**config.mk**
```make
export PLATFORM = sky130hd
export DESIGN_NAME = l1d_axi_master_bridge
export DESIGN_NICKNAME = d
export VERILOG_FILES = /design/src/rtl/l1d_axi_master_bridge.sv
export SDC_FILE = /design/constraint.sdc
export NUM_CORES = 1
export LEC_CHECK = 0
export ABC_AREA = 1
export CAP_MARGIN = 40
export CORE_MARGIN = 3
export CORE_UTILIZATION = 39
export CTS_CLUSTER_DIAMETER = 120
export CTS_CLUSTER_SIZE = 24
export DETAILED_ROUTE_END_ITERATION = 7
export PLACE_DENSITY = 0.81
export SLEW_MARGIN = 15
export SYNTH_ARGS = -nofsm -noshare
export SYNTH_HDL_FRONTEND = slang
export SYNTH_SLANG_ARGS = --single-unit
```
**constraint.sdc**
```tcl
create_clock -name clk -period 4.07 [get_ports clk]
set_input_delay 0.6105 -clock clk [delete_from_list [all_inputs] [get_ports clk]]
set_output_delay 0.6105 -clock clk [all_outputs]
set_load 0.02 [all_outputs]
```
**src/rtl/l1d_axi_master_bridge.sv**
```systemverilog
// l1d_axi_master_bridge
// Connects the L1 data cache to the CPU wrapper's data-side AXI4 master port.
// Line-fill reads (D_req) become INCR bursts of BURST_LEN beats. Write-through
// single-word writes (D_write) become single-beat AW/W transactions with a
// byte strobe. Each read beat and each write response is passed straight back
// to the cache in the cycle the AXI handshake completes.
//
// Ports
//   clk, rst                     clock, asynchronous active-high reset
//   D_req, D_write               cache read / write requests (level, held)
//   D_addr, D_in, D_type         request address, write data, active-low byte enables
//   D_out, c_rvalid, c_rlast     read beat data and accept strobes to the cache
//   c_bvalid, c_bready           write response accept strobe and BREADY mirror
//   err                          sticky error (bad response or burst length)
//   AR* / R*                     AXI4 read address and read data channels
//   AW* / W* / B*                AXI4 write address, write data and response channels
module l1d_axi_master_bridge #(
   parameter int BURST_LEN = 4,
   parameter int ADDR_W    = 32,
   parameter int DATA_W    = 32
) (
   input  logic              clk,
   input  logic              rst,
   input  logic              D_req,
   input  logic              D_write,
   input  logic [ADDR_W-1:0] D_addr,
   input  logic [DATA_W-1:0] D_in,
   input  logic [3:0]        D_type,
   output logic [DATA_W-1:0] D_out,
   output logic              c_rvalid,
   output logic              c_rlast,
   output logic              c_bvalid,
   output logic              c_bready,
   output logic              err,
   output logic [ADDR_W-1:0] ARADDR,
   output logic [3:0]        ARLEN,
   output logic [2:0]        ARSIZE,
   output logic [1:0]        ARBURST,
   output logic              ARVALID,
   input  logic              ARREADY,
   input  logic [DATA_W-1:0] RDATA,
   input  logic [1:0]        RRESP,
   input  logic              RLAST,
   input  logic              RVALID,
   output logic              RREADY,
   output logic [ADDR_W-1:0] AWADDR,
   output logic [3:0]        AWLEN,
   output logic [2:0]        AWSIZE,
   output logic [1:0]        AWBURST,
   output logic              AWVALID,
   input  logic              AWREADY,
   output logic [DATA_W-1:0] WDATA,
   output logic [3:0]        WSTRB,
   output logic              WLAST,
   output logic              WVALID,
   input  logic              WREADY,
   input  logic [1:0]        BRESP,
   input  logic              BVALID,
   output logic              BREADY
);

   // Number of low address bits covered by one cache line.
   localparam int LINE_OFF = $clog2(BURST_LEN * 4);
   localparam logic [4:0] LAST_BEAT = 5'(BURST_LEN - 1);

   typedef enum logic [2:0] {
      ST_IDLE,
      ST_AR,
      ST_R,
      ST_AWW,
      ST_B
   } state_t;

   state_t     state;
   logic [4:0] beat_cnt;

   // The word-offset bits of D_addr never reach either address channel.
   logic unused_addr_bits;
   assign unused_addr_bits = ^D_addr[1:0];

   assign ARLEN   = 4'(BURST_LEN - 1);
   assign ARSIZE  = 3'b010;
   assign ARBURST = 2'b01;
   assign AWLEN   = 4'd0;
   assign AWSIZE  = 3'b010;
   assign AWBURST = 2'b01;
   assign WLAST   = 1'b1;

   // Cache-side strobes are taken straight from the AXI handshakes so the
   // cache sees each beat/response in the very cycle it is accepted.
   assign D_out    = RDATA;
   assign c_rvalid = RVALID & RREADY;
   assign c_rlast  = RVALID & RREADY & RLAST;
   assign c_bvalid = BVALID & BREADY;
   assign c_bready = BREADY;

   // Single FSM with all handshake outputs registered. Latched request fields
   // are only written in IDLE, so changes on D_addr/D_in mid-transaction are
   // ignored. In R the beat counter saturates at the last beat: an overlong
   // burst flags err and waits for RLAST. In AWW each valid drops on its own
   // handshake; B is entered once neither valid is still pending.
   always_ff @(posedge clk or posedge rst) begin
      if (rst) begin
         state    <= ST_IDLE;
         beat_cnt <= 5'd0;
         err      <= 1'b0;
         ARADDR   <= '0;
         AWADDR   <= '0;
         WDATA    <= '0;
         WSTRB    <= 4'b0000;
         ARVALID  <= 1'b0;
         RREADY   <= 1'b0;
         AWVALID  <= 1'b0;
         WVALID   <= 1'b0;
         BREADY   <= 1'b0;
      end else begin
         case (state)
            ST_IDLE: begin
               beat_cnt <= 5'd0;
               if (D_write) begin
                  AWADDR  <= {D_addr[ADDR_W-1:2], 2'b00};
                  WDATA   <= D_in;
                  WSTRB   <= ~D_type;
                  AWVALID <= 1'b1;
                  WVALID  <= 1'b1;
                  state   <= ST_AWW;
               end else if (D_req) begin
                  ARADDR  <= {D_addr[ADDR_W-1:LINE_OFF], {LINE_OFF{1'b0}}};
                  ARVALID <= 1'b1;
                  state   <= ST_AR;
               end
            end
            ST_AR: begin
               if (ARREADY) begin
                  ARVALID <= 1'b0;
                  RREADY  <= 1'b1;
                  state   <= ST_R;
               end
            end
            ST_R: begin
               if (RVALID) begin
                  if (RRESP != 2'b00) begin
                     err <= 1'b1;
                  end
                  if (RLAST) begin
                     if (beat_cnt != LAST_BEAT) begin
                        err <= 1'b1;
                     end
                     beat_cnt <= 5'd0;
                     RREADY   <= 1'b0;
                     state    <= ST_IDLE;
                  end else if (beat_cnt == LAST_BEAT) begin
                     err <= 1'b1;
                  end else begin
                     beat_cnt <= beat_cnt + 5'd1;
                  end
               end
            end
            ST_AWW: begin
               if (AWVALID && AWREADY) begin
                  AWVALID <= 1'b0;
               end
               if (WVALID && WREADY) begin
                  WVALID <= 1'b0;
               end
               if ((!AWVALID || AWREADY) && (!WVALID || WREADY)) begin
                  BREADY <= 1'b1;
                  state  <= ST_B;
               end
            end
            ST_B: begin
               if (BVALID) begin
                  if (BRESP != 2'b00) begin
                     err <= 1'b1;
                  end
                  BREADY <= 1'b0;
                  state  <= ST_IDLE;
               end
            end
            default: begin
               state <= ST_IDLE;
            end
         endcase
      end
   end

endmodule
```
==> flow_summary_export.csv <==
group,metric,value,unit
finish,final_common_cell,"clkdlybuf4s50_1",
drt,drc_errors,0,
timing,fin_hold_ws,467.5,ps
clocking,cts_buffer_depth,2,
logic_synthesis,synth_top_cell_area_share,53.29,%
timing,finalSetupViolCount,0,
drt,ant_nets,0,
floorplanning,dieArea,14410,µm²
drt,wl,11350,µm
setup_path,worst-setup-path-type,"in -> out",
clocking,cts.sinks,108,
setup_path,cp_data_required_time,3460,ps
clocking,cts_setup_buffers,0,
clocking,cts_tree,"built",
grt,grt_remaining_overflow,0,
drt,drt_iter0_drc,209,
drt,wl_per_cell,13.03,µm
clocking,cts_resized,0,
logic_synthesis,syn_area_per_cell,9.137,µm²
setup_path,critPathMaxFanout,3,
finish,mostFrequentLayoutCells,"clkdlybuf4s50_1 (183), nand2_1 (168), dfrtp_1 (108)",
finish,layout-drive-gt1-share,8.727,%
logic_synthesis,syn_inst,555,
clocking,htreeDepth,3,
place,dp_hpwl,8241,µm
floorplanning,ioPinCount,275,
clocking,clk-insertion-delay-late,350,ps
grt,antenna_found_initial,0,
logic_synthesis,synth_area_leader_cell,"dfrtp_1",
drt,vias,3847,
power,ir_drop,0.4418,mV
timing,maxSlewHeadroom,51.51,%
timing,grt_setup_unrepaired,"false",
finish,fin_cells,871,
place,port_buffers,183,
grt,grt.total_usage,16.08,%
finish,fillCellCount,1169,
grt,grt_pass1_wl,18500,µm
floorplanning,coreArea,12670,µm²
power,power_leakage,3.364,nW
timing,hold_viol_final,0,
finish,diodes,0,
floorplanning,die_x,120.0,µm
drt,first_pass_iters,5,
power,power_density,788.6,nW/µm²
floorplanning,die_h,120.0,µm
finish,area_delta_synth_final,36.91,%
finish,finalNetCount,810,
place,place_inst,855,
logic_synthesis,ys_top_cells_by_area,"dfrtp_1 (53%), nand2_1 (12%), buf_4 (9.0%), o21ai_2 (5.5%), nand3_1 (4.6%)",
drt,routed_via_density,4.417,
clocking,cts_buffers,9,
logic_synthesis,yosysWarnings,0,
place,gp_congestion,0.7574,
setup_path,arrival,1920,ps
clocking,path_clk_slew,70,ps
setup_path,worst_setup_path_end_kind,"output pin",
clocking,cts_root_buf,"clkbuf_16",
floorplanning,row_count,41,
logic_synthesis,synth_area,5071,µm²
setup_path,critPathLaunchType,"input port",
run,maxCapViolations,0,
logic_synthesis,synth-seq-cells,108,
timing,fmax,0.3947,GHz
status,outcome,"finished clean",
grt,grt_pass1_vias,3686,
hold_path,holdCritPathClass,"reg -> reg",
grt,grt_max_degree,101,
floorplanning,start_util,40.02,%
timing,drv_slew,0,
timing,fin_worst_skew,9.566,ps
timing,worstMarginPinSlew,727.3,ps
timing,finalCritPeriodShare,62.25,%
logic_synthesis,ys_seq_area_share,53.29,%
logic_synthesis,ys_types,25,
clocking,ctsHoldBuffers,0,
timing,setup-tns-final,0,ps
timing,period_needed,2534,ps
## where the power goes
part | internal [mW] | switching (mW)
combinational | 1.21 | 1.52
sequential | 1.56 | 0.296
clock | 0.498 | 0.392
## path summary, 6_finish.rpt
path / from / to / slack (ps) / cells past startpoint
min in group asynchronous: rst / AWADDR[2]$_DFFE_PP0P_ / 630 / 2
min reg2reg: err$_DFFE_PP0P_ / err$_DFFE_PP0P_ / 470 / 2
max in group asynchronous: rst / ARADDR[29]$_DFFE_PP0P_ / 2580 / 4
max: RVALID / c_rlast / 1540 / 4
max reg2reg: state[1]$_DFFE_PP0P_ / AWADDR[25]$_DFFE_PP0P_ / 1820 / 6
min: err$_DFFE_PP0P_ / err$_DFFE_PP0P_ / 470 / 2
## metal layers
| layer | global-route usage, % | routed length (µm) | up-vias | share of wire [%] |
|---|---|---|---|---|
| met4 | 6.299 | 207 | 0 | 1.8 |
| li1 | - | - | 1930 | - |
| met5 | 0 | 0 | - | 0 |
| met2 | 24.55 | 5321 | 139 | 47 |
| met3 | 6.268 | 1083 | 15 | 9.5 |
| met1 | 20.58 | 4740 | 1763 | 42 |
## stage by stage
step,instance area [µm²],utilization [%],setup WS (ps),total power [mW]
after floorplan,5157,-,613.9,3.535
after global placement,6593,52.03,1424,4.566
after detailed placement,6640,52.40,1517,4.630
after CTS,6943,54.79,1513,5.553
after global routing,6943,54.79,1442,5.872
final,6943,54.79,1536,5.475
## state kept, by name, summed over array words and instances, names as in the netlist
register and count:
WDATA 32, AWADDR 30, ARADDR 28, beat_cnt 5, WSTRB 4, state 3
ARVALID 1, AWVALID 1, BREADY 1, RREADY 1, WVALID 1, err 1
## cell usage after synthesis
master	count
a21oi_2	1
a22oi_1	1
buf_2	4
buf_4	61
buf_6	12
clkbuf_1	5
clkbuf_2	1
conb_1	2
dfrtp_1	108
ha_1	2
inv_1	53
inv_2	1
nand2_1	168
nand2_8	1
nand3_1	47
nand3_2	1
nand3b_1	2
nor2_1	10
nor2_4	3
nor2_8	1
nor3_1	1
nor3b_1	1
o21ai_0	36
o21ai_1	1
o21ai_2	32
## area by class of cell
type | instances | area, µm² | area share [%]
timing repair buffer | 188 | 1902 | 27.39
tap | 172 | 215.2 | 3.100
multi-input combinational | 333 | 1615 | 23.27
clock inverter | 5 | 60.06 | 0.8650
inverter | 54 | 205.2 | 2.955
clock buffer | 11 | 242.7 | 3.496
sequential | 108 | 2703 | 38.93
## cell families (layout without fill, tap and decap cells)
family	count (synthesis)	after routing	share of synthesized area, %
compound gates	71	71	9.499
other cells	2	25	0.1481
simple gates	235	235	20.01
flops	108	108	53.29
fa+ha+maj	2	2	0.4934
buf+inv	137	258	16.56
## critical path, stage by stage
cell and delay [ps]:
clkdlybuf4s50_1 520, nand2_1 90, nor2_1 90, clkdlybuf4s50_1 610
No activity file was read; power rests on OpenSTA's default activity.
